### src/rtl/sdrc_burst_addr_cnt.sv
// SDRAM controller burst address counter: linear or page-wrapping beat
// address generator with remaining-beat count, done and overflow pulses.
module sdrc_burst_addr_cnt #(
    parameter int AW  = 13,
    parameter int LW  = 9,
    parameter int PGW = 8
) (
    input  logic          clk,
    input  logic          reset_n,
    input  logic          load,
    input  logic [AW-1:0] load_addr,
    input  logic [LW-1:0] load_len,
    input  logic          load_wrap,
    input  logic          step,
    input  logic          abort,
    output logic [AW-1:0] addr,
    output logic [LW-1:0] remain,
    output logic          busy,
    output logic          last,
    output logic          done,
    output logic          ovf
);

    typedef enum logic {
        IDLE = 1'b0,
        RUN  = 1'b1
    } state_t;

    // Mask of the column bits that roll over inside a page; built through a
    // wider intermediate so PGW == AW needs no special case.
    localparam logic [AW:0]   PG_SPAN = (AW + 1)'(1) << PGW;
    localparam logic [AW-1:0] PG_MASK = AW'(PG_SPAN - (AW + 1)'(1));

    state_t        state;
    logic          wrap_mode;
    logic [AW-1:0] addr_inc;
    logic [AW-1:0] addr_next;
    logic          addr_max;
    logic          len_zero;
    logic          final_beat;

    always_comb begin
        addr_inc  = addr + AW'(1);
        addr_max  = &addr;
        len_zero  = (load_len == '0);
        final_beat = (remain == LW'(1));
        addr_next = addr_inc;
        if (wrap_mode) begin
            addr_next = (addr & ~PG_MASK) | (addr_inc & PG_MASK);
        end
    end

    always_ff @(posedge clk or negedge reset_n) begin
        if (!reset_n) begin
            state     <= IDLE;
            addr      <= '0;
            remain    <= '0;
            wrap_mode <= 1'b0;
            done      <= 1'b0;
            ovf       <= 1'b0;
        end else begin
            done <= 1'b0;
            ovf  <= 1'b0;
            if (abort) begin
                state  <= IDLE;
                remain <= '0;
            end else if (load) begin
                addr <= load_addr;
                if (len_zero) begin
                    state  <= IDLE;
                    remain <= '0;
                end else begin
                    state     <= RUN;
                    remain    <= load_len;
                    wrap_mode <= load_wrap;
                end
            end else if (step && state == RUN) begin
                addr   <= addr_next;
                remain <= remain - LW'(1);
                ovf    <= !wrap_mode && addr_max;
                if (final_beat) begin
                    state <= IDLE;
                    done  <= 1'b1;
                end
            end
        end
    end

    assign busy = (state == RUN);
    assign last = busy && final_beat;

endmodule

### config.mk
export PLATFORM = sky130hd
export DESIGN_NAME = sdrc_burst_addr_cnt
export DESIGN_NICKNAME = d
export VERILOG_FILES = /design/src/rtl/sdrc_burst_addr_cnt.sv
export SDC_FILE = /design/constraint.sdc
export NUM_CORES = 1
export LEC_CHECK = 0
export CAP_MARGIN = 25
export CELL_PAD_IN_SITES_DETAIL_PLACEMENT = 0
export CELL_PAD_IN_SITES_GLOBAL_PLACEMENT = 1
export CORE_ASPECT_RATIO = 1.1
export CORE_MARGIN = 1.5
export CORE_UTILIZATION = 36
export DETAILED_ROUTE_END_ITERATION = 12
export MAX_ROUTING_LAYER = met4
export PLACE_DENSITY = 0.85
export SYNTH_ARGS = -nofsm -noshare
export SYNTH_HDL_FRONTEND = slang
export SYNTH_SLANG_ARGS = --single-unit
### constraint.sdc
create_clock -name clk -period 3.4 [get_ports clk]
set_input_delay 0.51 -clock clk [delete_from_list [all_inputs] [get_ports clk]]
set_output_delay 0.51 -clock clk [all_outputs]
set_load 0.05 [all_outputs]
After elaboration in Yosys (flattened, before gate mapping)
Cells that the tools add are included.

word-level totals
  register bits = 26
  latch bits = 0
  RAM bits = 0
  bits in read-only memories = 0
  bits of input ports = 28
  output and inout port bits = 26
  memories = 0

operators by class
  add/subtract/negate cells = 2
  multipliers = 0
  div/mod/pow operators = 0
  magnitude comparators = 0
  equal/unequal tests = 1
  shift operators = 0
  mux-type cells = 19
  bitwise operators = 3
  reduce and logical (&&, ||, !) cells = 12

operator list
  cell                                                                number
  13-bit 2-to-1 mux                                                   3
  9-bit 2-to-1 mux                                                    4
  13-bit by 1-bit adder with 13-bit output, second input constant     1
  13-bit by 8-bit OR with 13-bit output                               1
  13-bit AND reduction                                                1
  1-bit 2-to-1 mux                                                    12
  9-bit by 1-bit == test with 1-bit output, second input constant     1
  9-bit zero test                                                     1
  9-bit by 1-bit subtractor with 9-bit output, second input constant  1
  3-bit nonzero test                                                  2
  2-bit AND reduction                                                 2
  1-bit logical AND                                                   3
  3-bit AND reduction                                                 1
  1-bit NOT                                                           2
  2-bit nonzero test                                                  1
  1-bit zero test                                                     1

Logic depth before layout (Yosys ltp)
Gate-level depths: netlist of run 1.

  depth in word-level cells = 5
  depth in mapped cells = 6

Worst setup path after synthesis of run 1
No wires, ideal clock.

  kind = register to output
  start = register remain[3]
  end = output last
  arrival time = 1.939 ns
  setup slack = 0.951 ns
  cell stages (with the launch flop) = 4
  cells stage by stage = dfrtp_1 > or4_4 > nor4_1 > and2_1

between the ends
  longest elaborated chain between the ends = 2

RTL lines
  item                                      RTL line  text
  start, declared                           17        output logic [LW-1:0] remain,
  start signal, assigned                    74        remain <= load_len;
  start signal, assigned                    79        remain <= remain - LW'(1);
  9-bit by 1-bit == test with 1-bit output  46        final_beat = (remain == LW'(1));
  1-bit logical AND                         90        assign last = busy && final_beat;
  end, declared                             19        output logic last,

No other way between the ends.

Worst setup path after layout of run 1
Same ends and word-level chain as after synthesis.

==> summary.md, run 1 <==
| Metric | Value |
|---|---|
| Worst Path Required | `2.89 ns` |
| R2R cell count | `4` |
| Post-Route Setup TNS | `0 ns` |
| Net Count, Synth | `201` |
| Number of enable flip-flop cells after synthesis | `0` |
| Root Driver | `clkbuf_8` |
| Setup violations, final | `0` |
| Die W | `66.1 um` |
| F_max | `316 MHz` |
| Slew headroom | `62.7%` |
| Number of gates resized after CTS | `0` |
| FF-to-FF setup slack | `1.54 ns` |
| First-pass GRT wire length | `6.60 mm` |
| Worst skew pair latency | `0.27 ns` |
| Antenna cells | `0` |
| DIE AREA | `4790 um^2` |
| DIE HEIGHT | `72.5 um` |
| Vias in the first global route | `1451` |
| Outcome | `finished, final reports clean` |
| Max Used Layer | `met4` |
| Initial core utilization | `37.1%` |
| Synthesis warning total | `0` |
| Ys flop type | `dfrtp_1` |
| First-pass detailed-route iteration total | `4` |
| Post-DP HPWL | `2.99 mm` |
| Reg-to-reg startpoint | `remain[3]` |
| # H-tree levels | `1` |
| Critical R2R Capture | `busy` |
| Top Ports | `54` |
| CTS tree | `built` |
| Hold slack | `0.583 ns` |
| Routability cong. | `0.753` |
| Crit path to | `last` |
| Commonest cells after routing, fill and taps aside | `clkdlybuf4s50_1, dfrtp_1, nand2_1, nor2_1, nor3_1` |
| Asr flop ratio synth | `100%` |
| Critical path peak fanout | `5` |
| Vias per std cell | `5.46` |
| PortBufs | `53` |
| PD cells | `457 nW/um^2` |
| Worst hold start | `addr[11]` |
| Area Overhead vs Synth | `41.4%` |
| NumNets Final | `254` |
| DRC | `0` |
| CP Capture Type | `primary output` |
| Metal3 WL | `234 um` |
| Cell Rows | `25` |
| Hold Path Class | `flop to flop` |
| Netlist cell types | `43` |
| Met2 wire len | `1.95 mm` |
| Congestion Overflow GR | `0` |
| RSZ-0062 raised after global routing | `false` |
| Maximum VDD drop | `0.000232 V` |
| Mapped cell area | `1580 um^2` |
| Via Count | `1506` |
| Max-slew violation count | `0` |
| Cells after Synth | `170` |
| Clock-pin slew on the worst setup and hold paths | `0.09 ns` |
| Minimum clock period | `3.16 ns` |
| Initial antenna violation count | `0` |
| Total Power | `1020 uW` |
| Period utilization | `93.0%` |
| Largest net degree at the start of global routing | `27` |
| Sink Count | `26` |
| Core area | `4250 um^2` |
| Drt total wl | `3.97 mm` |
| Iter 0 DRT Violations | `79` |
| Max Cap Violations | `0` |
| Setup CP Type | `flop to primary output` |
| CP arrival | `2.65 ns` |
| Synth Register Bits | `26` |
| Commonest non-fill, non-tap cell in the layout | `clkdlybuf4s50_1` |
| DRT met1 WL | `1.75 mm` |
| Total GRT Usage | `18.2%` |
| Postcts setup bufs | `0` |
| Worst setup startpoint | `remain[3]` |
| Register area share after synthesis | `41.2%` |
| Pleak | `0.000890 uW` |
| Slew @ Worst Pin | `0.555 ns` |
| Average cell area after synthesis | `9.29 um^2` |
| Final Hold Fails | `0` |
| Clock buffer depth | `2` |
| CTS Hold Bufs | `0` |
| DRT antenna net count | `0` |
| Layout cell share with drive strength beyond 1 | `7.66%` |
| Setup crit start kind | `flop` |
| Layout Skew | `0.00455 ns` |
| TritonCTS buffer count | `3` |
| Avg WL per Cell | `14.4 um` |
[flip-flops by register name (all words and copies together), names as in the netlist]
name	count
addr	13
remain	9
busy	1
done	1
ovf	1
wrap_mode	1
[area by class of cell]
| cell class | count | area [um^2] |
|---|---|---|
| fillers | 423 | 2020 |
| multi-input cells | 129 | 860 |
| flip-flops and latches | 26 | 651 |
| repair buffers | 57 | 561 |
| well taps | 54 | 67.6 |
| clock buffers | 3 | 41.3 |
| clock inverters | 1 | 30.0 |
| inverters | 6 | 22.5 |
[worst max-delay path, cell delays in order (launching register included)]
cell and delay (ns):
dfrtp_1 0.44, or4_4 0.58, nor4_1 0.38, and2_1 0.19, clkdlybuf4s50_1 0.79
[through the flow]
| step | worst slack (ns) | std cells | util (%) | cell area [um^2] |
|---|---|---|---|---|
| after floorplan | 0.951 | 170 | - | 1580 |
| after global placement | 0.668 | 272 | 50.8 | 2160 |
| after detailed placement | 0.539 | 272 | 50.8 | 2160 |
| after CTS | 0.219 | 276 | 52.5 | 2230 |
| after global routing | 0.0655 | 276 | 52.5 | 2230 |
| final | 0.239 | 276 | 52.5 | 2230 |
[how the worst min path moves through the flow]
stage / to / slack [ns] / cells after the start
global route: addr[11] / 0.59 / 1
floorplan: addr[0] / 0.21 / 0
global placement: addr[11] / 0.58 / 1
finish: addr[11] / 0.58 / 1
CTS: addr[11] / 0.59 / 1
detailed placement: addr[11] / 0.58 / 1
[logic make-up (layout without fill, tap and decap cells)]
kind of cell,count (synthesis),in the layout,share of synthesized area [%]
and+or+nand+nor,66,66,22.9
muxes,7,7,4.52
buffers and inverters,15,67,4.36
AOI/OAI and AO/OA,46,46,20.8
DFF,26,26,41.2
adders and majority gates,3,3,2.38
xor gates and xnor gates,7,7,3.88
[routing by layer]
| metal | track usage, % | up-vias |
|---|---|---|
| li1 | - | 748 |
| met1 | 23.5 | 703 |
| met2 | 30.4 | 51 |
| met3 | 2.02 | 4 |
| met4 | 4.76 | 0 |
| met5 | - | - |
[cell usage after synthesis (2+ instances only)]
cell | count | share of area, %
inv_1 | 6 | 1.4
a22o_1 | 5 | 2.8
o22ai_1 | 5 | 2.0
clkbuf_1 | 6 | 1.4
nor4_1 | 5 | 2.0
mux2i_1 | 6 | 3.8
o211ai_1 | 2 | 0.95
nand2b_1 | 2 | 0.79
nand3_1 | 3 | 0.95
xor2_1 | 2 | 1.1
a22oi_1 | 5 | 2.4
and2_1 | 2 | 0.79
nand4_1 | 5 | 2.0
and3_1 | 4 | 1.6
o31ai_1 | 2 | 0.95
a211oi_2 | 2 | 1.6
a21oi_1 | 9 | 2.9
a31o_2 | 3 | 1.7
nor3_1 | 10 | 3.2
ha_1 | 3 | 2.4
a311oi_1 | 2 | 1.1
nor2_1 | 12 | 2.9
o21ai_0 | 6 | 1.9
xnor2_1 | 5 | 2.8
dfrtp_1 | 26 | 41
nand2_1 | 15 | 3.6
[power by group]
group | leakage [uW] | internal, uW | switching (uW) | total (uW)
combinational | 0.000530 | 145 | 215 | 360
sequential | 0.000325 | 344 | 57.6 | 402
clock | 0.0000357 | 158 | 101 | 258
No activity file was read; power rests on OpenSTA's default activity.
==> inputs of run 2 (changes only) <==
--- a/config.mk
+++ b/config.mk
@@ -14,6 +14,7 @@
 export DETAILED_ROUTE_END_ITERATION = 12
 export MAX_ROUTING_LAYER = met4
 export PLACE_DENSITY = 0.85
+export SKIP_LAST_GASP = 1
 export SYNTH_ARGS = -nofsm -noshare
 export SYNTH_HDL_FRONTEND = slang
 export SYNTH_SLANG_ARGS = --single-unit
==> results of run 2 <==
The final DEF is identical to that of run 1; final timing and power are the same.
